## config.mk

```make
export PLATFORM = sky130hd
export DESIGN_NAME = uart_counter_receiver_flat
export DESIGN_NICKNAME = d
export VERILOG_FILES = /design/src/rtl/uart_counter_receiver_if.sv /design/src/rtl/uart_counter_receiver.sv /design/src/flat_wrapper.sv
export SDC_FILE = /design/constraint.sdc
export NUM_CORES = 1
export LEC_CHECK = 0
export BUFFER_PORTS_ARGS = -buffer_cell sky130_fd_sc_hd__buf_4
export CORE_MARGIN = 3
export CORE_UTILIZATION = 45
export CTS_CLUSTER_DIAMETER = 40
export DETAILED_ROUTE_END_ITERATION = 10
export SYNTH_ARGS = -nofsm -noshare
export SYNTH_HDL_FRONTEND = slang
export SYNTH_SLANG_ARGS = --single-unit
```

## constraint.sdc

```tcl
create_clock -name clock_i -period 3.3 [get_ports clock_i]
set_input_delay 0.33 -clock clock_i [delete_from_list [all_inputs] [get_ports clock_i]]
set_output_delay 0.33 -clock clock_i [all_outputs]
set_load 0.01 [all_outputs]
```

## src/rtl/uart_counter_receiver_if.sv

```systemverilog
// Receiver-side bundle: serial line in, framed byte and counter field out.
// slave is the receiver's view; master is the line driver / consumer view.
interface uart_counter_receiver_if #(
  parameter int unsigned INPUT_FEATURES = 8
);
  localparam int unsigned W = $clog2(INPUT_FEATURES + 1);

  logic         uart_receive_i;
  logic [7:0]   data_o;
  logic [W-1:0] counter_o;
  logic         data_valid_o;
  logic         overflow_o;
  logic         frame_error_o;
  logic         busy_o;

  modport master (
    output uart_receive_i,
    input  data_o,
    input  counter_o,
    input  data_valid_o,
    input  overflow_o,
    input  frame_error_o,
    input  busy_o
  );

  modport slave (
    input  uart_receive_i,
    output data_o,
    output counter_o,
    output data_valid_o,
    output overflow_o,
    output frame_error_o,
    output busy_o
  );
endinterface

```

## src/rtl/uart_counter_receiver.sv

```systemverilog
// 8N1 receiver for the counter-reporting link: recovers a byte and its counter field.
// Define UART_RECEIVER_SYNC_EN to pass the line through a 2-flop synchronizer first.
module uart_counter_receiver #(
  parameter int unsigned INPUT_FEATURES = 8,
  parameter int unsigned CLKS_PER_BIT   = 1
) (
  input logic                    clock_i,
  input logic                    reset_i,
  uart_counter_receiver_if.slave bus
);
  localparam int unsigned W       = $clog2(INPUT_FEATURES + 1);
  localparam logic [7:0]  LastCnt = 8'(CLKS_PER_BIT - 1);
  localparam logic [7:0]  HalfCnt = 8'((CLKS_PER_BIT - 1) / 2);

  typedef enum logic [2:0] {StIdle, StStart, StData, StStop, StBreak} state_e;

  state_e       r_state;
  logic         r_armed;
  logic [7:0]   r_shift;
  logic [2:0]   r_bit_idx;
  logic [7:0]   r_cnt;
  logic [7:0]   r_data;
  logic [W-1:0] r_counter;
  logic         r_valid;
  logic         r_overflow;
  logic         r_frame_error;
  logic         r_busy;
  logic         w_rx;

`ifdef UART_RECEIVER_SYNC_EN
  logic [1:0] r_sync;

  always_ff @(posedge clock_i or posedge reset_i) begin
    if (reset_i) begin
      r_sync <= 2'b11;
    end else begin
      r_sync <= {r_sync[0], bus.uart_receive_i};
    end
  end

  assign w_rx = r_sync[1];
`else
  assign w_rx = bus.uart_receive_i;
`endif

  always_ff @(posedge clock_i or posedge reset_i) begin
    if (reset_i) begin
      r_state       <= StIdle;
      r_armed       <= 1'b0;
      r_shift       <= 8'd0;
      r_bit_idx     <= 3'd0;
      r_cnt         <= 8'd0;
      r_data        <= 8'd0;
      r_counter     <= '0;
      r_valid       <= 1'b0;
      r_overflow    <= 1'b0;
      r_frame_error <= 1'b0;
      r_busy        <= 1'b0;
    end else begin
      r_valid       <= 1'b0;
      r_overflow    <= 1'b0;
      r_frame_error <= 1'b0;
      unique case (r_state)
        StIdle: begin
          // A line held low through reset must go high once before a start is trusted.
          if (w_rx) begin
            r_armed <= 1'b1;
          end else if (r_armed) begin
            r_busy    <= 1'b1;
            r_cnt     <= 8'd0;
            r_bit_idx <= 3'd0;
            r_state   <= (CLKS_PER_BIT == 1) ? StData : StStart;
          end
        end
        StStart: begin
          if (r_cnt == HalfCnt) begin
            r_cnt <= 8'd0;
            if (w_rx) begin
              r_busy  <= 1'b0;
              r_state <= StIdle;
            end else begin
              r_state <= StData;
            end
          end else begin
            r_cnt <= r_cnt + 8'd1;
          end
        end
        StData: begin
          if (r_cnt == LastCnt) begin
            r_cnt              <= 8'd0;
            r_shift[r_bit_idx] <= w_rx;
            r_bit_idx          <= r_bit_idx + 3'd1;
            if (r_bit_idx == 3'd7) r_state <= StStop;
          end else begin
            r_cnt <= r_cnt + 8'd1;
          end
        end
        StStop: begin
          if (r_cnt == LastCnt) begin
            r_cnt <= 8'd0;
            if (w_rx) begin
              r_data     <= r_shift;
              r_counter  <= r_shift[W-1:0];
              r_overflow <= |(r_shift >> W);
              r_valid    <= 1'b1;
              r_busy     <= 1'b0;
              r_state    <= StIdle;
            end else begin
              r_frame_error <= 1'b1;
              r_state       <= StBreak;
            end
          end else begin
            r_cnt <= r_cnt + 8'd1;
          end
        end
        StBreak: begin
          if (w_rx) begin
            r_busy  <= 1'b0;
            r_state <= StIdle;
          end
        end
        default: r_state <= StIdle;
      endcase
    end
  end

  assign bus.data_o        = r_data;
  assign bus.counter_o     = r_counter;
  assign bus.data_valid_o  = r_valid;
  assign bus.overflow_o    = r_overflow;
  assign bus.frame_error_o = r_frame_error;
  assign bus.busy_o        = r_busy;
endmodule
```

## src/flat_wrapper.sv

```systemverilog
// flat-port wrapper written by rule: the top's interface ports become plain ports
module uart_counter_receiver_flat 
#(
  parameter int unsigned INPUT_FEATURES = 8,
  parameter int unsigned CLKS_PER_BIT   = 1
)
  (clock_i, reset_i, bus_uart_receive_i, bus_data_o, bus_counter_o, bus_data_valid_o, bus_overflow_o, bus_frame_error_o, bus_busy_o);
  uart_counter_receiver_if #(.INPUT_FEATURES(INPUT_FEATURES)) bus_i ();
  input logic clock_i;
  input logic reset_i;
  input wire logic [$bits(bus_i.uart_receive_i)-1:0] bus_uart_receive_i;
  output wire logic [$bits(bus_i.data_o)-1:0] bus_data_o;
  output wire logic [$bits(bus_i.counter_o)-1:0] bus_counter_o;
  output wire logic [$bits(bus_i.data_valid_o)-1:0] bus_data_valid_o;
  output wire logic [$bits(bus_i.overflow_o)-1:0] bus_overflow_o;
  output wire logic [$bits(bus_i.frame_error_o)-1:0] bus_frame_error_o;
  output wire logic [$bits(bus_i.busy_o)-1:0] bus_busy_o;
  assign bus_i.uart_receive_i = bus_uart_receive_i;
  assign bus_data_o = bus_i.data_o;
  assign bus_counter_o = bus_i.counter_o;
  assign bus_data_valid_o = bus_i.data_valid_o;
  assign bus_overflow_o = bus_i.overflow_o;
  assign bus_frame_error_o = bus_i.frame_error_o;
  assign bus_busy_o = bus_i.busy_o;
  uart_counter_receiver #(.INPUT_FEATURES(INPUT_FEATURES), .CLKS_PER_BIT(CLKS_PER_BIT)) u_core (.clock_i(clock_i), .reset_i(reset_i), .bus(bus_i));
endmodule
```

==> results of run 1 <==
==> worst register-to-register path, stage by stage (launching register included) <==
cell and delay, ps:
dfrtp_1 410, inv_1 60, ha_1 190, nor4b_4 140
a211oi_1 830, o21ai_0 220, o41ai_1 110
==> cell type report <==
cell class / count / share of cell area
Tap cell: 46 / 0.02900
Inverter: 6 / 0.01135
Timing Repair Buffer: 19 / 0.07188
Clock inverter: 2 / 0.01765
Sequential cell: 35 / 0.4414
Multi-Input combinational cell: 107 / 0.3871
Clock buffer: 6 / 0.04161
==> power by group <==
group / switching (W) / internal (W)
sequential: 0.0000886 / 0.000514
combinational: 0.000220 / 0.000194
clock: 0.000148 / 0.000244
total: 0.000457 / 0.000953
==> flip-flops by register name, indices dropped and copies added (netlist names), 3 cells and up <==
register,flops
u_core.r_state,3
u_core.bus.data_o,8
u_core.r_bit_idx,3
u_core.r_cnt,8
u_core.r_shift,8
==> placed cells by master, fill, tap and decap left out, types with 3 or more instances in the layout <==
cell       n
nor3_1     5
o21ai_0   15
a21oi_1    8
clkbuf_8   6
mux2_2    16
nor4_1     3
nand2_1    7
nand4_1    3
nand2b_1   3
buf_4     19
nand3_1    6
nor2_1    10
ha_1       4
inv_1      6
dfrtp_1   35
==> final timing paths <==
check / startpoint / end / slack, ps / cells past startpoint
hold / removal: reset_i / u_core.bus.data_o[4]$_DFFE_PP0P_ / 180 / 2
min in group clock_i: bus_uart_receive_i / u_core.r_state[2]$_DFFE_PP0P_ / 340 / 2
setup / recovery: u_core.r_cnt[0]$_DFFE_PP0P_ / u_core.r_state[1]$_DFFE_PP0P_ / 1220 / 6
max in group asynchronous: reset_i / u_core.bus.busy_o$_DFFE_PP0P_ / 2440 / 3
hold reg to reg: u_core.r_armed$_DFFE_PP0P_ / u_core.r_armed$_DFFE_PP0P_ / 490 / 1
setup reg to reg: u_core.r_cnt[0]$_DFFE_PP0P_ / u_core.r_state[1]$_DFFE_PP0P_ / 1220 / 6
==> per-layer routing <==
metal / routed length (µm) / track usage / part of all wire / vias to the layer above
met1: 1493 / 0.2186 / 0.48 / 595
met3: 130 / 0.05090 / 0.042 / 5
met5: 0 / 0 / 0 / -
met2: 1447 / 0.2479 / 0.46 / 19
met4: 43 / 0.07196 / 0.014 / 0
li1: - / - / - / 605
==> cell families after synthesis <==
kind of cell,after synthesis,share of synthesized area
adder cells (fa/ha/maj),4,0.02894
flip-flops,35,0.5065
buffers and inverters,16,0.04920
AO/OA/AOI/OAI,36,0.1288
multiplexers,18,0.1158
AND/OR/NAND/NOR,49,0.1708
==> through the flow <==
stage | total power [W] | instances | setup slack [ps] | utilization
after floorplan | 0.0009362 | 158 | 1560 | -
after global placement | 0.001011 | 213 | 1342 | 0.5302
after detailed placement | 0.001027 | 213 | 1274 | 0.5302
after CTS | 0.001425 | 221 | 1246 | 0.5636
after global routing | 0.001518 | 221 | 1007 | 0.5636
final | 0.001409 | 221 | 1222 | 0.5636
==> out/metrics.cfg, run 1 <==
[run_status]
status = finished, final reports clean

[synth]
synth_fp_nets = 165
ys.warnings.count = 0
synth_common_cells = 35 x dfrtp_1, 16 x mux2_2, 15 x o21ai_0
yosysTopAreaCell = dfrtp_1
synth_seq_cells = 35
synth_top_area_frac = 0.5065
synth.distinct_cells = 39
syn-cell-area_mm2 = 0.001729
syn_avg_cell_area_um2 = 10.94
synthCells = 158
synth_edf_count = 0
ys_seq_area_frac = 0.5065
yosys-top-cells-area = dfrtp_1 51%, mux2_2 10%, o21ai_0 4.3%
synth_most_common_cell = dfrtp_1
synth_ff_type = dfrtp_1
synthArstFlopShare = 1.000

[global_routing]
antenna_found_initial = 0
grt_first_pass_wirelength_um = 5589
grt_pass1_vias = 1164
gr-total-overflow = 0
grt_use_total = 0.1650
grt_max_degree = 21

[setup_path]
cp_max_fo = 9
crit_path_max_incr_delay_ps = 830
crit_buf_inv = 1
path_class = reg -> reg
crit_chain = inv_1 -> ha_1 -> nor4b_4 -> a211oi_1 -> o21ai_0 -> o41ai_1
worstPathArrival_ps = 2240
crit_slowest_cell = a211oi_1
path_delay_family = compound AO/OA/AOI/OAI gates
start_kind = flop
endpoint_kind = flop
cp.required_ps = 3460

[clocking]
clk_pin_slew_ps = 70
insertion_delay_ps = 280
postCtsSetupRepairBufs = 0
cts_repair_resize_count = 0
cts_tree = done
cts_hold_buf = 0
cts_sinks = 35
clock_tree.htree_level_count = 2
cts_buffer_depth = 2
cts_buffers = 5
clock-root-buffer = clkbuf_8

[floorplanning]
start_util = 0.4911
core_area_mm2 = 0.003521
die_h_um = 67.99
fp-row-count = 21
ioPinCount = 19
die_x_um = 67.99
die_area_mm2 = 0.004623

[place]
portBuffers = 18
dpl_cell_area_mm2 = 0.001867
dp_hpwl_um = 2305
gp_congestion = 0.8234

[drt]
wl_per_cell_um = 14.10
dr.pass1.iters = 5
routed-via-count = 1224
drc = 0
final_antenna_net_count = 0
drt_wl_total_um = 3115
first_iter_violations = 76
vias_per_cell = 5.538

[worst_hold_path]
hp-class = in -> async

[job]
maxCapViolCount = 0

[cells_and_area]
stdcell_area_mm2 = 0.001984
regArea_um2 = 875.8
syn_to_final_growth_pct = 14.76
drive_above_1_share = 0.2857
fillers = 313
diodes = 0
multiInputGateArea_um2 = 768.2
nets = 181

[timing]
tightest_slew_ps = 1022
period_needed_ps = 2078
hold_slack_ps = 175.6
finalSetupViolCount = 0
fmax_ghz = 0.4813
slew-limit-headroom = 0.3147
finalCritPeriodShare = 0.6296
drv_slew = 0
tns_ps = 0
hold_violations = 0
rsz0062_at_grt = false
skew_ps = 3.768

[pwr]
power.density_mw_per_mm2 = 710.3
leakagePower_nw = 0.9205
ir_worst_vdd_mv = 0.3563

Power figures use the tool's default switching activity.
==> run 2, diff against run 1 <==
--- a/config.mk
+++ b/config.mk
@@ -5,6 +5,7 @@
 export SDC_FILE = /design/constraint.sdc
 export NUM_CORES = 1
 export LEC_CHECK = 0
+export ABC_AREA = 1
 export BUFFER_PORTS_ARGS = -buffer_cell sky130_fd_sc_hd__buf_4
 export CORE_MARGIN = 3
 export CORE_UTILIZATION = 45
==> constraint.sdc (replaced) <==
create_clock -name clock_i -period 2.1 [get_ports clock_i]
set_input_delay 0.21 -clock clock_i [delete_from_list [all_inputs] [get_ports clock_i]]
set_output_delay 0.21 -clock clock_i [all_outputs]
set_load 0.01 [all_outputs]
==> out/metrics.cfg, run 2 <==
[run_status]
status = finished, final reports clean  ; unchanged

[drt]
vias_per_cell = 4.753  ; was 5.538
highest_layer = met4  ; unchanged
routed-via-count = 1426  ; was 1,224
drt_wl_total_um = 3372  ; was 3115 µm
wl_met2_um = 1429  ; was 1447 µm
drt-met1-wl_um = 1740  ; was 1493 µm
drc = 0  ; unchanged
wl_per_cell_um = 11.24  ; was 14.10 µm
wl_met3_um = 151  ; was 130 µm
dr.pass1.iters = 4  ; was 5
first_iter_violations = 129  ; was 76
final_antenna_net_count = 0  ; unchanged

[clocking]
clk_pin_slew_ps = 70  ; about the same
postCtsSetupRepairBufs = 0  ; unchanged
cts_sinks = 35  ; unchanged
cts_tree = done  ; unchanged
insertion_delay_ps = 280  ; about the same
cts_buffers = 5  ; unchanged
cts_buffer_depth = 2  ; unchanged
cts_hold_buf = 0  ; unchanged
cts_repair_resize_count = 0  ; unchanged
clock-root-buffer = clkbuf_8  ; unchanged
clock_tree.htree_level_count = 2  ; unchanged

[floorplanning]
ioPinCount = 19  ; unchanged
die_h_um = 71.12  ; was 67.99 µm
core_area_mm2 = 0.004058  ; was 0.003521 mm²
die_x_um = 71.12  ; was 67.99 µm
die_area_mm2 = 0.005057  ; was 0.004623 mm²
start_util = 0.4702  ; was 0.4911
fp-row-count = 23  ; was 21

[synth]
synthCells = 230  ; was 158
synth_ff_type = dfrtp_1  ; unchanged
yosysTopAreaCell = dfrtp_1  ; unchanged
synth_common_cells = 82 x nand2_1, 35 x dfrtp_1, 18 x inv_1, 18 x nor2_1, 15 x nand3_1  ; was 35 x dfrtp_1, 16 x mux2_2, 15 x o21ai_0
ys.warnings.count = 0  ; unchanged
synth_top_area_frac = 0.4590  ; was 0.5065
synth_most_common_cell = nand2_1  ; was dfrtp_1
syn-cell-area_mm2 = 0.001908  ; was 0.001729 mm²
yosys-top-cells-area = dfrtp_1 46%, nand2_1 16%, nand3_1 3.9%  ; was dfrtp_1 51%, mux2_2 10%, o21ai_0 4.3%
synthArstFlopShare = 1.000  ; unchanged
synth.distinct_cells = 28  ; was 39
syn_avg_cell_area_um2 = 8.296  ; was 10.94 µm²
ys_seq_area_frac = 0.4590  ; was 0.5065
synth_edf_count = 0  ; unchanged
synth_seq_cells = 35  ; unchanged
synth_fp_nets = 237  ; was 165

[pwr]
power.density_mw_per_mm2 = 1195  ; was 710.3 mW/mm²
ir_worst_vdd_mv = 0.6224  ; was 0.3563 mV
leakagePower_nw = 1.094  ; was 0.9205 nW
total_power_w = 0.002543  ; was 0.001409 W

[timing]
tightest_slew_ps = 444.5  ; was 1022 ps
finalSetupViolCount = 0  ; unchanged
skew_ps = 3.909  ; was 3.768 ps
tns_ps = 0  ; unchanged
hold_violations = 0  ; unchanged
hold_slack_ps = 34.59  ; was 175.6 ps
period_needed_ps = 1600  ; was 2078 ps
finalCritPeriodShare = 0.7620  ; was 0.6296
drv_slew = 0  ; unchanged
slew-limit-headroom = 0.7037  ; was 0.3147
fmax_ghz = 0.6249  ; was 0.4813 GHz
rsz0062_at_grt = false  ; unchanged

[cells_and_area]
syn_to_final_growth_pct = 11.54  ; was 14.76%
fillers = 388  ; was 313
diodes = 0  ; unchanged
layout_common_cells = 82 x nand2_1, 35 x dfrtp_1, 19 x buf_4  ; was 35 x dfrtp_1, 19 x buf_4, 16 x mux2_2
final_common_cell = nand2_1  ; was dfrtp_1
nets = 256  ; was 181
drive_above_1_share = 0.2280  ; was 0.2857
stdcell_area_mm2 = 0.002128  ; was 0.001984 mm²
final_util = 0.5245  ; was 0.5636

[place]
dp_hpwl_um = 2440  ; was 2305 µm
dpl_cell_area_mm2 = 0.002044  ; was 0.001867 mm²
gp_congestion = 0.8143  ; was 0.8234
portBuffers = 18  ; unchanged

[global_routing]
antenna_found_initial = 0  ; unchanged
grt_max_degree = 36  ; was 21
grt_first_pass_wirelength_um = 6037  ; was 5589 µm
grt_pass1_vias = 1327  ; was 1,164
grt_use_total = 0.1494  ; was 0.1650
gr-total-overflow = 0  ; unchanged

[setup_path]
worstPathArrival_ps = 1820  ; was 2240 ps
r2r-end = u_core.bus.data_o[2]$_DFFE_PP0P_  ; was u_core.r_state[1]$_DFFE_PP0P_
cp.required_ps = 2320  ; was 3460 ps
endpoint_kind = flop  ; unchanged
path_class = reg -> reg  ; unchanged
r2r_setup_slack_ps = 500  ; was 1220 ps
rr_worst_depth = 8  ; was 6
start_kind = flop  ; unchanged
cp_max_fo = 11  ; was 9
critPathLaunch = u_core.r_cnt[0]$_DFFE_PP0P_  ; unchanged
r2r_start = u_core.r_cnt[0]$_DFFE_PP0P_  ; unchanged

[job]
maxCapViolCount = 0  ; unchanged

[worst_hold_path]
hp-class = in -> async  ; unchanged

[run 2: cell count changes after synthesis, sizes merged, moves of 5 or more]
cell   before  now
nand3       6   24
mux2       16    0
nand2       7   87
inv         6   23
o21ai      15   10
nor2       10   24
[run 2: worst max-delay path by stage]
stage / cells past startpoint / slack (ps) / endpoint
6_report: 8 / 500 / u_core.bus.data_o[2]$_DFFE_PP0P_
5_1_grt: 8 / 300 / u_core.bus.data_o[4]$_DFFE_PP0P_
4_1_cts: 8 / 490 / u_core.bus.data_o[2]$_DFFE_PP0P_
3_5_place_dp: 8 / 510 / u_core.bus.data_o[2]$_DFFE_PP0P_
3_3_place_gp: 8 / 510 / u_core.bus.data_o[7]$_DFFE_PP0P_
2_1_floorplan: 10 / 670 / u_core.r_shift[6]$_DFFE_PP0P_
[run 2: critical path, cell delays in order, from the launching register on]
cell and delay [ps]:
dfrtp_1 420, inv_1 70, ha_1 130, nand2_1 60, nor2_2 180, nand4_2 320
inv_2 220, nand2_1 80, nand2_1 60
[run 2: cells by family after synthesis]
logic type | count (synthesis) | share of synthesized area
flip-flops | 35 | 0.4590
buffers and inverters | 30 | 0.08262
AND/OR/NAND/NOR | 145 | 0.3843
adder cells (fa/ha/maj) | 4 | 0.02623
AO/OA/AOI/OAI | 16 | 0.04787
[run 2: cell type report]
cell class,instances,area [µm²],area share
sequential,35,875.8,0.4115
timing repair buffer,19,142.6,0.06702
clock inverter,3,15.01,0.007055
inverter,23,88.84,0.04174
multi-input combinational,165,874.6,0.4109
clock buffer,5,68.82,0.03233
tap,50,62.56,0.02939
[run 2: metal layers]
metal	track usage	up-vias
li1	-	764
met1	0.2159	627
met2	0.2142	30
met3	0.04403	5
met4	0.05010	0
met5	0	-
[run 2: report_power, final]
part	leakage [nW]	switching, W	internal (W)	total (W)
sequential	0.434	0.000166	0.000868	0.00103
combinational	0.612	0.000624	0.000423	0.00105
clock	0.0477	0.000237	0.000227	0.000463
total	1.09	0.00103	0.00152	0.00254
[run 2: metrics by stage]
stage          cells  setup WS, ps
6_report         300         499.9
5_1_grt          300         297.9
2_1_floorplan    230         670.8
3_5_place_dp     292         506.6
4_1_cts          300         488.5
3_3_place_gp     292         506.2
